===== src/rtl/ser_in_par_out_if.sv =====
// Serial word link receive-side bundle: serial bit stream in, ready/valid word out.
interface ser_in_par_out_if #(
  parameter int unsigned WIDTH = 16
);

  logic             din;
  logic             din_en;
  logic             sof;
  logic [WIDTH-1:0] dout;
  logic             dout_valid;
  logic             dout_ready;
  logic             frame_err;
  logic             overrun;

  // Bit source / word consumer side
  modport master (
    output din,
    output din_en,
    output sof,
    output dout_ready,
    input  dout,
    input  dout_valid,
    input  frame_err,
    input  overrun
  );

  // Deserializer side
  modport slave (
    input  din,
    input  din_en,
    input  sof,
    input  dout_ready,
    output dout,
    output dout_valid,
    output frame_err,
    output overrun
  );

endinterface


===== src/rtl/ser_in_par_out.sv =====
// LSB-first serial-in parallel-out deserializer with sof framing, one-word
// ready/valid output slot, and registered frame_err / overrun pulses.
module ser_in_par_out #(
  parameter int unsigned WIDTH = 16
) (
  input  logic             clk,
  input  logic             rst_n,
  ser_in_par_out_if.slave  bus
);

  localparam int unsigned CW = $clog2(WIDTH + 1);
  localparam logic [CW-1:0] LAST_BIT = CW'(WIDTH - 1);

  typedef enum logic {
    IDLE  = 1'b0,
    SHIFT = 1'b1
  } state_e;

  state_e           state_q, state_d;
  logic [CW-1:0]    cnt_q, cnt_d;
  logic [WIDTH-1:0] sh_q, sh_d;
  logic [WIDTH-1:0] dout_q, dout_d;
  logic             dout_valid_q, dout_valid_d;
  logic             frame_err_q, frame_err_d;
  logic             overrun_q, overrun_d;

  logic [WIDTH-1:0] word_c;
  logic             word_done_c;
  logic             slot_free_c;

  // Shift register contents after taking the current bit in at the MSB end
  assign word_c = {bus.din, sh_q[WIDTH-1:1]};

  // State register plus shifter, counter and output registers
  always_ff @(posedge clk or negedge rst_n) begin
    if (!rst_n) begin
      state_q      <= IDLE;
      cnt_q        <= '0;
      sh_q         <= '0;
      dout_q       <= '0;
      dout_valid_q <= 1'b0;
      frame_err_q  <= 1'b0;
      overrun_q    <= 1'b0;
    end else begin
      state_q      <= state_d;
      cnt_q        <= cnt_d;
      sh_q         <= sh_d;
      dout_q       <= dout_d;
      dout_valid_q <= dout_valid_d;
      frame_err_q  <= frame_err_d;
      overrun_q    <= overrun_d;
    end
  end

  // Next-state: framing, bit counting and word completion
  always_comb begin
    state_d     = state_q;
    cnt_d       = cnt_q;
    sh_d        = sh_q;
    word_done_c = 1'b0;
    frame_err_d = 1'b0;
    if (bus.din_en) begin
      case (state_q)
        IDLE: begin
          // Bits outside a frame are ignored until a sof arrives
          if (bus.sof) begin
            sh_d    = word_c;
            cnt_d   = CW'(1);
            state_d = SHIFT;
          end
        end
        SHIFT: begin
          sh_d = word_c;
          if (bus.sof) begin
            // Resync: stale bits are shifted out before the new word completes
            cnt_d       = CW'(1);
            frame_err_d = 1'b1;
          end else if (cnt_q == LAST_BIT) begin
            cnt_d       = '0;
            state_d     = IDLE;
            word_done_c = 1'b1;
          end else begin
            cnt_d = cnt_q + CW'(1);
          end
        end
        default: state_d = IDLE;
      endcase
    end
  end

  // Output slot: load on free slot, otherwise drop word and flag overrun
  always_comb begin
    slot_free_c  = !dout_valid_q || bus.dout_ready;
    dout_d       = dout_q;
    dout_valid_d = dout_valid_q && !bus.dout_ready;
    overrun_d    = 1'b0;
    if (word_done_c) begin
      if (slot_free_c) begin
        dout_d       = word_c;
        dout_valid_d = 1'b1;
      end else begin
        overrun_d = 1'b1;
      end
    end
  end

  assign bus.dout       = dout_q;
  assign bus.dout_valid = dout_valid_q;
  assign bus.frame_err  = frame_err_q;
  assign bus.overrun    = overrun_q;

endmodule


===== src/flat_wrapper.sv =====
// flat-port wrapper written by rule: the top's interface ports become plain ports
module ser_in_par_out_flat 
#(
  parameter int unsigned WIDTH = 16
)
  (clk, rst_n, bus_din, bus_din_en, bus_sof, bus_dout_ready, bus_dout, bus_dout_valid, bus_frame_err, bus_overrun);
  ser_in_par_out_if #(.WIDTH(WIDTH)) bus_i ();
  input  logic clk;
  input  logic rst_n;
  input wire logic [$bits(bus_i.din)-1:0] bus_din;
  input wire logic [$bits(bus_i.din_en)-1:0] bus_din_en;
  input wire logic [$bits(bus_i.sof)-1:0] bus_sof;
  input wire logic [$bits(bus_i.dout_ready)-1:0] bus_dout_ready;
  output wire logic [$bits(bus_i.dout)-1:0] bus_dout;
  output wire logic [$bits(bus_i.dout_valid)-1:0] bus_dout_valid;
  output wire logic [$bits(bus_i.frame_err)-1:0] bus_frame_err;
  output wire logic [$bits(bus_i.overrun)-1:0] bus_overrun;
  assign bus_i.din = bus_din;
  assign bus_i.din_en = bus_din_en;
  assign bus_i.sof = bus_sof;
  assign bus_i.dout_ready = bus_dout_ready;
  assign bus_dout = bus_i.dout;
  assign bus_dout_valid = bus_i.dout_valid;
  assign bus_frame_err = bus_i.frame_err;
  assign bus_overrun = bus_i.overrun;
  ser_in_par_out #(.WIDTH(WIDTH)) u_core (.clk(clk), .rst_n(rst_n), .bus(bus_i));
endmodule

===== config.mk =====
export PLATFORM = sky130hd
export DESIGN_NAME = ser_in_par_out_flat
export DESIGN_NICKNAME = d
export VERILOG_FILES = /design/src/rtl/ser_in_par_out_if.sv /design/src/rtl/ser_in_par_out.sv /design/src/flat_wrapper.sv
export SDC_FILE = /design/constraint.sdc
export NUM_CORES = 1
export LEC_CHECK = 0
export BUFFER_PORTS_ARGS = -buffer_cell sky130_fd_sc_hd__buf_2
export CAP_MARGIN = 40
export CORE_MARGIN = 2
export CORE_UTILIZATION = 34
export CTS_CLUSTER_DIAMETER = 50
export DETAILED_ROUTE_END_ITERATION = 16
export GPL_TIMING_DRIVEN = 0
export SLEW_MARGIN = 5
export SYNTH_ARGS = -nofsm -noshare
export SYNTH_HDL_FRONTEND = slang
export SYNTH_SLANG_ARGS = --single-unit

===== constraint.sdc =====
create_clock -name clk -period 1.9 [get_ports clk]
set_input_delay 0.38 -clock clk [delete_from_list [all_inputs] [get_ports clk]]
set_output_delay 0.38 -clock clk [all_outputs]
set_load 0.01 [all_outputs]

==> reports/results.tsv, run 1 <==
stage	metric	value	unit
run_status	run status	completed	
clocking	clock sink total	40	
detailed_routing	drt drc	0	
pwr	leak pwr	0.966	nW
place	dpl hpwl	1870	µm
logic_synthesis	ys flop type	dfrtp_1	
final_layout	fin cells	190	
worst_hold_path	worst min path class	in -> reg	
worst_setup_path	kind of critical path	reg -> reg	
clocking	clk_lat worst skew	0.29	ns
final_layout	NumNets Final	142	
worst_setup_path	FF-to-FF path depth	6	
sta	setup violators final	0	
worst_hold_path	Hold Path End	u_core.cnt_q[4]	
global_routing	Overflow after GRT	0	
detailed_routing	final WL	2650	µm
sta	Slew @ Worst Pin	0.422	ns
floorplanning	CORE AREA	4690	µm²
worst_setup_path	Slowest-stage cell, CP	dfrtp_1	
detailed_routing	Wirelength per Cell	13.9	µm
place	pre-CTS setup slack	0.186	ns
floorplanning	num ports	25	
detailed_routing	vias per std cell	4.95	
global_routing	initial antenna violation count	0	
worst_setup_path	FF-to-FF Start	u_core.cnt_q[0]	
logic_synthesis	mapped cell area	1650	µm²
logic_synthesis	Post-synth EDFFs	0	
detailed_routing	via count	940	
logic_synthesis	Area contributors post-synth	dfrtp_1, mux2_2, mux2_4	
clocking	total CTS buffers	5	
worst_setup_path	r2r setup slk	0.16	ns
worst_setup_path	Req. time, crit path	2.07	ns
worst_setup_path	number of buffers and inverters on the critical path	2	
floorplanning	Core Rows	25	
logic_synthesis	Yosys cell types	28	
logic_synthesis	Synth Register Bits	40	
clocking	H-tree Lvls	2	
sta	final hold vios	0	
logic_synthesis	top cell type by total area after synthesis	dfrtp_1	
place	Placed Cells	181	
floorplanning	Die X	73.7	µm
detailed_routing	post-route ant nets	0	
logic_synthesis	Post-Syn Instances	104	
logic_synthesis	share of the synthesized area in the top cell type	60.7	%
global_routing	largest net degree at the start of global routing	35	
global_routing	vias in the first global route	976	
final_layout	area grow syn2layout	18.3	%
place	number of buffers added on ports	22	
worst_setup_path	Worst EP arrival	1.92	ns
worst_hold_path	hold path cells	2	
floorplanning	Die H	73.7	µm
sta	Final Cycle Share	91.7	%
detailed_routing	detailed router's first-iteration violation count	42	
detailed_routing	DRT Pass-1 Iters	4	
pwr	Pwr per Cell Area	964	nW/µm²
worst_setup_path	Critical Path Start Type	flip-flop	
floorplanning	Die Area	5430	µm²
sta	worst setup margin	0.158	ns
floorplanning	Initial Utilization	35.2	%
final_layout	Antenna diodes	0	
worst_setup_path	CP max FO	10	
sta	RSZ-0062 raised after global routing	no	
sta	Final Max Tran Viols	0	
worst_setup_path	crit end category	flip-flop	
sta	final clock skew	0.00471	ns
clocking	root cell of the clock tree	clkbuf_8	
logic_synthesis	Avg Synthesized Cell Area	15.9	µm²
worst_setup_path	R2R Path End	u_core.bus.dout[10]	
place	placer congestion estimate	0.712	
logic_synthesis	Seq/Total Area, Yosys	60.7	%
worst_setup_path	Largest stage delay, worst path	0.40	ns
logic_synthesis	most common cell in the netlist	dfrtp_1	
flow_run	maxcap violations	0	
worst_setup_path	worst-path cell chain	ha_1 > and4b_1 > and3_4 > buf_6 > buf_12 > mux2_4	
logic_synthesis	list of most frequent post-synthesis cells	dfrtp_1, mux2_2, mux2_4	
final_layout	share of layout cells above drive strength 1	54.4	%
worst_setup_path	cell family with most CP delay	simple AND/OR/NAND/NOR gates	
worst_hold_path	launch point of the worst hold path	bus_din_en	
clocking	Worst-path clk slew	0.07	ns
pwr	Max VDD drop	0.489	mV
clocking	CTS max path bufs	2	
sta	FMAX	574	MHz
sta	Final Critical Period	1.74	ns
global_routing	total track usage	10.8	%
logic_synthesis	Net Count, Synth	111	
logic_synthesis	asr flop ratio synth	100	%
sta	Slew HR	71.8	%
clocking	CTS tree	built	
sta	Sum Neg Setup Slack	0	ns
global_routing	global-route wire length before repair	4420	µm
logic_synthesis	Yosys warning count	0	
==> cells by family (layout without fill, tap and decap cells) <==
| logic type | Yosys count | count (layout) | share of synthesized area (%) |
|---|---|---|---|
| flops | 40 | 40 | 60.7 |
| mux | 32 | 32 | 24.0 |
| simple gates | 15 | 15 | 5.69 |
| compound gates | 10 | 10 | 5.08 |
| buf+inv | 6 | 38 | 3.79 |
| fa+ha+maj | 1 | 1 | 0.758 |
==> report_power, final <==
part	internal (mW)	switching, mW
clock network	0.295	0.279
logic	0.137	0.0763
registers	0.991	0.103
total	1.42	0.458
==> worst reg2reg max path, stage by stage, from the launching register on <==
cell	delay, ns
dfrtp_1	0.40
ha_1	0.21
and4b_1	0.25
and3_4	0.19
buf_6	0.13
buf_12	0.15
mux2_4	0.31
==> repair_timing <==
action,4_1_cts,5_1_grt
endpoints found under the setup margin,0,0
buffers inserted,0,0
endpoints found under the hold margin,6,0
hold buffers,1,0
resized for setup,0,0
==> worst max path at each step <==
stage | start | end | slack [ns] | cells past startpoint
global placement | u_core.cnt_q[0] | u_core.bus.dout[10] | 0.20 | 6
CTS | u_core.cnt_q[0] | u_core.bus.dout[8] | 0.16 | 6
floorplan | u_core.cnt_q[0] | u_core.bus.dout[10] | 0.28 | 6
finish | u_core.cnt_q[0] | u_core.bus.dout[10] | 0.16 | 6
detailed placement | u_core.cnt_q[0] | u_core.bus.dout[8] | 0.19 | 6
global route | u_core.cnt_q[0] | u_core.bus.dout[4] | 0.08 | 6
==> routing by layer <==
metal	part of all wire, %	global-route usage (%)	vias up
li1	-	-	437
met1	46	13.3	472
met2	48	17.6	26
met3	4.2	3.43	5
met4	1.7	4.24	0
met5	0	0	-
==> stage by stage <==
stage | util, % | power (mW) | area [µm²] | hold slack, ns
floorplan | - | 1.24 | 1650 | 0.0844
detailed placement | 39.4 | 1.33 | 1850 | 0.228
CTS | 41.6 | 1.91 | 1950 | 0.303
finish | 41.6 | 1.88 | 1950 | 0.316
global placement | 39.0 | 1.30 | 1830 | 0.486
global route | 41.6 | 1.99 | 1950 | 0.327
==> registers in the layout, summed over array words and instances (netlist names) <==
signal / cells
u_core.bus.frame_err: 1
u_core.bus.dout_valid: 1
u_core.bus.dout: 16
u_core.sh_q: 15
u_core.cnt_q: 5
u_core.state_q: 1
u_core.bus.overrun: 1
==> cells in the final DEF (no fill, tap or decap), drive strengths merged, types with 2 or more instances in the layout <==
cell / Yosys / routed
o21ai: 2 / 2
a22o: 3 / 3
buf: 5 / 28
and3: 2 / 2
nor2: 2 / 2
dfrtp: 40 / 40
a31o: 2 / 2
mux2: 31 / 31
nand2: 4 / 4
clkbuf: 0 / 7
==> cell type report <==
class	count	area, µm²
fillers	454	2740
multi-input cells	58	587
inverters	1	3.75
clock buffers	7	86.3
plain buffers	5	58.8
flip-flops and latches	40	1000
repair buffers	24	140
well taps	54	67.6
clock inverters	1	7.51
Note: power is estimated with default switching activity, not from simulation.
==> inputs of run 2 (changes only) <==
--- a/config.mk
+++ b/config.mk
@@ -12,6 +12,7 @@
 export CTS_CLUSTER_DIAMETER = 50
 export DETAILED_ROUTE_END_ITERATION = 16
 export GPL_TIMING_DRIVEN = 0
+export REMOVE_ABC_BUFFERS = 1
 export SLEW_MARGIN = 5
 export SYNTH_ARGS = -nofsm -noshare
 export SYNTH_HDL_FRONTEND = slang
==> reports/results.tsv, run 2 (synthesized netlist as in run 1, its figures left out) <==
stage	metric	value	unit
worst_setup_path	FF-to-FF path depth	4	
worst_setup_path	Req. time, crit path	2.08	ns
place	number of buffers added on ports	24	
flow_run	maxcap violations	0	
clocking	total CTS buffers	5	
sta	Sum Neg Setup Slack	0	ns
final_layout	max reg flops	16	
worst_setup_path	Critical Path Start Type	flip-flop	
clocking	root cell of the clock tree	clkbuf_8	
sta	final hold vios	0	
sta	Slew @ Worst Pin	0.853	ns
worst_setup_path	Worst EP arrival	1.94	ns
detailed_routing	DRT Pass-1 Iters	4	
detailed_routing	M1 wire length	1190	µm
clocking	postcts setup bufs	0	
final_layout	most common cell after layout, fill and taps aside	dfrtp_1	
global_routing	largest net degree at the start of global routing	27	
sta	Final Critical Period	1.76	ns
final_layout	Antenna diodes	0	
global_routing	vias in the first global route	917	
sta	WHS	0.345	ns
worst_setup_path	CP max FO	16	
clocking	CTS max path bufs	2	
floorplanning	num ports	25	
pwr	Pwr per Cell Area	1060	nW/µm²
worst_setup_path	R2R Path End	u_core.bus.dout[12]	
sta	Slew HR	43.1	%
detailed_routing	DR WL met3	139	µm
detailed_routing	detailed router's first-iteration violation count	51	
floorplanning	Die H	73.7	µm
worst_setup_path	crit end category	flip-flop	
detailed_routing	vias per std cell	5.01	
worst_setup_path	FF-to-FF Start	u_core.cnt_q[0]	
clocking	Post-CTS Hold Fix Bufs	1	
worst_hold_path	hold path cells	2	
final_layout	share of layout cells above drive strength 1	54.1	%
sta	RSZ-0062 raised after global routing	no	
floorplanning	Die X	73.7	µm
detailed_routing	Met2 Wirelength	1290	µm
sta	final clock skew	0.00466	ns
pwr	leak pwr	0.967	nW
global_routing	initial antenna violation count	0	
floorplanning	CORE AREA	4690	µm²
floorplanning	Core Rows	25	
worst_hold_path	worst min path class	in -> reg	
final_layout	area grow syn2layout	17.7	%
place	placer congestion estimate	0.714	
floorplanning	Die Area	5430	µm²
run_status	run status	completed	
detailed_routing	final WL	2680	µm
clocking	CTS tree	built	
sta	Final Max Tran Viols	0	
floorplanning	Initial Utilization	35.2	%
clocking	CTS-repair resized insts	0	
detailed_routing	Wirelength per Cell	14.3	µm
clocking	clk_lat worst skew	0.29	ns
detailed_routing	max layer used	met4	
sta	setup violators final	0	
sta	Final Cycle Share	92.6	%
clocking	clock sink total	40	
global_routing	global-route wire length before repair	4420	µm
worst_setup_path	r2r setup slk	0.14	ns
detailed_routing	drt drc	0	
worst_hold_path	Hold Path End	u_core.sh_q[15]	
clocking	Worst-path clk slew	0.07	ns
worst_hold_path	launch point of the worst hold path	bus_din	
global_routing	total track usage	11.1	%
pwr	Max VDD drop	0.342	mV
detailed_routing	via count	936	
final_layout	commonest non-fill, non-tap cells in the layout	dfrtp_1, buf_2, mux2_2, mux2_4, clkbuf_8	
worst_setup_path	kind of critical path	reg -> reg	
clocking	H-tree Lvls	2	
sta	FMAX	568	MHz
place	dpl hpwl	1810	µm
detailed_routing	post-route ant nets	0	
final_layout	NumNets Final	139	
global_routing	Overflow after GRT	0	
run 2: cell types whose count changed in the layout (fill, tap and decap cells not counted), sizes merged:
cell,change
bufinv,+1
buf,-3
clkinvlp,-1
run 2: final cells by class:
class	count	area (µm²)
Sequential cell	40	1000
Fill cell	431	2750
Clock buffer	7	96.3
Clock inverter	1	30.0
Tap cell	54	67.6
Timing Repair Buffer	26	158
Multi-Input combinational cell	58	587
Inverter	1	3.75
run 2: worst max-delay path: stages, from the launching register on:
cell     delay [ns]
dfrtp_1        0.41
ha_1           0.21
and4b_1        0.25
and3_4         0.40
mux2_2         0.37
run 2: power breakdown:
group / internal, mW / switching (mW) / leakage, nW
combinational: 0.135 / 0.0734 / 0.386
clock: 0.463 / 0.288 / 0.0645
sequential: 0.991 / 0.0998 / 0.517
total: 1.59 / 0.461 / 0.967
run 2: worst max-delay path by stage:
stage	startpoint	to	cells past startpoint
detailed placement	bus_sof	u_core.sh_q[13]	3
finish	u_core.cnt_q[0]	u_core.bus.dout[12]	4
CTS	u_core.cnt_q[0]	u_core.bus.dout[13]	4
global route	u_core.cnt_q[0]	u_core.bus.dout[12]	4
floorplan	u_core.cnt_q[0]	u_core.bus.dout[15]	4
global placement	bus_sof	u_core.sh_q[12]	3
run 2: metrics by stage:
stage | util (%) | area [µm²] | setup WS (ns) | total power [mW] | instances
6_report | 41.4 | 1940 | 0.140 | 2.05 | 187
5_1_grt | 41.4 | 1940 | 0.0576 | 2.14 | 187
4_1_cts | 41.4 | 1940 | 0.156 | 2.08 | 187
3_5_place_dp | 38.5 | 1810 | 0.105 | 1.32 | 178
3_3_place_gp | 37.9 | 1780 | 0.134 | 1.29 | 177
2_1_floorplan | - | 1590 | 0.342 | 1.23 | 99
run 2: metal layers:
layer	up-vias	global-route usage, %
li1	428	-
met1	477	13.4
met2	26	17.3
met3	5	4.94
met4	0	4.24
met5	-	0
==> inputs of run 3 (changes only) <==
--- a/config.mk
+++ b/config.mk
@@ -7,11 +7,14 @@
 export LEC_CHECK = 0
 export BUFFER_PORTS_ARGS = -buffer_cell sky130_fd_sc_hd__buf_2
 export CAP_MARGIN = 40
+export CELL_PAD_IN_SITES_DETAIL_PLACEMENT = 1
+export CELL_PAD_IN_SITES_GLOBAL_PLACEMENT = 1
 export CORE_MARGIN = 2
 export CORE_UTILIZATION = 34
 export CTS_CLUSTER_DIAMETER = 50
 export DETAILED_ROUTE_END_ITERATION = 16
 export GPL_TIMING_DRIVEN = 0
+export PLACE_DENSITY_LB_ADDON = 0.1
 export REMOVE_ABC_BUFFERS = 1
 export SLEW_MARGIN = 5
 export SYNTH_ARGS = -nofsm -noshare
==> reports/results.tsv, run 3 (synthesized netlist as in run 1, its figures left out) <==
stage	metric	value	unit
detailed_routing	detailed router's first-iteration violation count	41	
clocking	H-tree Lvls	2	
detailed_routing	DRT Pass-1 Iters	3	
worst_setup_path	Critical Path Start Type	flip-flop	
clocking	CTS max path bufs	2	
sta	Slew @ Worst Pin	0.503	ns
final_layout	FILL cells	494	
detailed_routing	post-route ant nets	0	
clocking	Worst-path clk slew	0.07	ns
detailed_routing	final WL	2830	µm
flow_run	maxcap violations	0	
global_routing	vias in the first global route	970	
worst_setup_path	R2R Path End	u_core.bus.dout[1]	
detailed_routing	drt drc	0	
worst_hold_path	Hold Path End	u_core.sh_q[15]	
sta	final clock skew	0.00324	ns
global_routing	Overflow after GRT	0	
sta	FMAX	571	MHz
clocking	CTS tree	built	
final_layout	commonest non-fill, non-tap cells in the layout	dfrtp_1, buf_2, mux2_2, mux2_4, clkbuf_8	
worst_hold_path	launch point of the worst hold path	bus_din	
detailed_routing	vias per std cell	5.05	
clocking	total CTS buffers	5	
final_layout	most common cell after layout, fill and taps aside	dfrtp_1	
sta	Final Cycle Share	92.1	%
place	placer congestion estimate	0.799	
worst_hold_path	worst min path class	in -> reg	
floorplanning	Initial Utilization	35.2	%
global_routing	global-route wire length before repair	4800	µm
final_layout	share of layout cells above drive strength 1	53.4	%
final_layout	area grow syn2layout	15.0	%
sta	final hold vios	0	
pwr	Max VDD drop	0.258	mV
worst_setup_path	FF-to-FF path depth	4	
sta	RSZ-0062 raised after global routing	no	
floorplanning	Core Rows	25	
clocking	clock sink total	40	
clocking	root cell of the clock tree	clkbuf_8	
pwr	Pwr per Cell Area	965	nW/µm²
worst_setup_path	kind of critical path	reg -> reg	
final_layout	final instance area	1900	µm²
sta	Sum Neg Setup Slack	0	ns
sta	setup violators final	0	
global_routing	largest net degree at the start of global routing	31	
final_layout	NumNets Final	140	
sta	Slew HR	66.4	%
worst_setup_path	crit end category	flip-flop	
worst_setup_path	Req. time, crit path	2.08	ns
sta	Final Max Tran Viols	0	
final_layout	max reg flops	16	
place	placed cell area	1810	µm²
detailed_routing	Wirelength per Cell	15.2	µm
sta	Final Critical Period	1.75	ns
worst_setup_path	Worst EP arrival	1.93	ns
floorplanning	Die Area	5430	µm²
place	number of buffers added on ports	24	
clocking	clk_lat worst skew	0.29	ns
floorplanning	CORE AREA	4690	µm²
global_routing	total track usage	11.9	%
worst_setup_path	r2r setup slk	0.15	ns
floorplanning	Die X	73.7	µm
final_layout	Antenna diodes	0	
pwr	Power Total	1.83	mW
floorplanning	Die H	73.7	µm
detailed_routing	via count	944	
worst_setup_path	FF-to-FF Start	u_core.cnt_q[0]	
place	dpl hpwl	1860	µm
pwr	leak pwr	0.946	nW
worst_hold_path	hold path cells	2	
run_status	run status	completed	
worst_setup_path	CP max FO	16	
global_routing	initial antenna violation count	0	
floorplanning	num ports	25	
## run 3: changes by cell type in the layout (fill, tap and decap cells not counted), sizes merged
| cell | before | now |
|---|---|---|
| bufinv | 1 | 0 |
| clkbuf | 7 | 6 |
| clkinv | 0 | 1 |
| buf | 25 | 26 |
## run 3: report_power, final
group / leakage, nW / internal, mW / switching, mW
sequential: 0.517 / 0.991 / 0.0996
clock: 0.0410 / 0.250 / 0.281
combinational: 0.388 / 0.135 / 0.0751
## run 3: per-layer routing
metal  share of wire (%)  global-route usage, %  vias up
met1                  47                   15.5      486
li1                    -                      -      432
met3                 4.3                   4.53        5
met5                   0                      0        -
met4                 1.8                   5.45        0
met2                  47                   17.5       21
## run 3: per-stage QoR
| step | instances | setup WS (ns) | utilization (%) | hold slack [ns] |
|---|---|---|---|---|
| 4_1_cts | 187 | 0.130 | 40.5 | 0.328 |
| 5_1_grt | 187 | 0.0276 | 40.5 | 0.323 |
| 2_1_floorplan | 99 | 0.342 | - | 0.0844 |
| 3_5_place_dp | 179 | 0.124 | 38.6 | 0.285 |
| 3_3_place_gp | 177 | 0.0944 | 37.9 | 0.484 |
| 6_report | 187 | 0.150 | 40.5 | 0.335 |
## run 3: worst max-delay path: stages, from the launching register on
cell and delay [ns]:
dfrtp_1 0.39, ha_1 0.21, and4b_1 0.25, and3_4 0.41, mux2_2 0.37
## run 3: how the worst max path moves through the flow
stage	slack, ns	endpoint	start	depth (start not counted)
floorplan	0.34	u_core.bus.dout[15]	u_core.cnt_q[0]	4
global placement	0.09	u_core.sh_q[7]	bus_sof	3
detailed placement	0.12	u_core.bus.dout[1]	bus_sof	4
CTS	0.13	u_core.bus.dout[1]	u_core.cnt_q[0]	4
global route	0.03	u_core.bus.dout[15]	u_core.cnt_q[0]	4
finish	0.15	u_core.bus.dout[1]	u_core.cnt_q[0]	4
## run 3: area by class of cell
class                           instances  area [µm²]  share of cell area (%)
Clock buffer                            6        72.6                    3.82
Timing Repair Buffer                   27         161                    8.50
Sequential cell                        40        1000                    52.7
Clock inverter                          1        5.00                   0.264
Tap cell                               54        67.6                    3.56
Multi-Input combinational cell         58         587                    30.9
Inverter                                1        3.75                   0.198
## run 3: what timing repair did
action / in CTS / in global routing
setup buffers: 0 / 0
hold buffers: 1 / 0
gates resized for setup: 0 / 0
hold endpoints to repair: 10 / 0
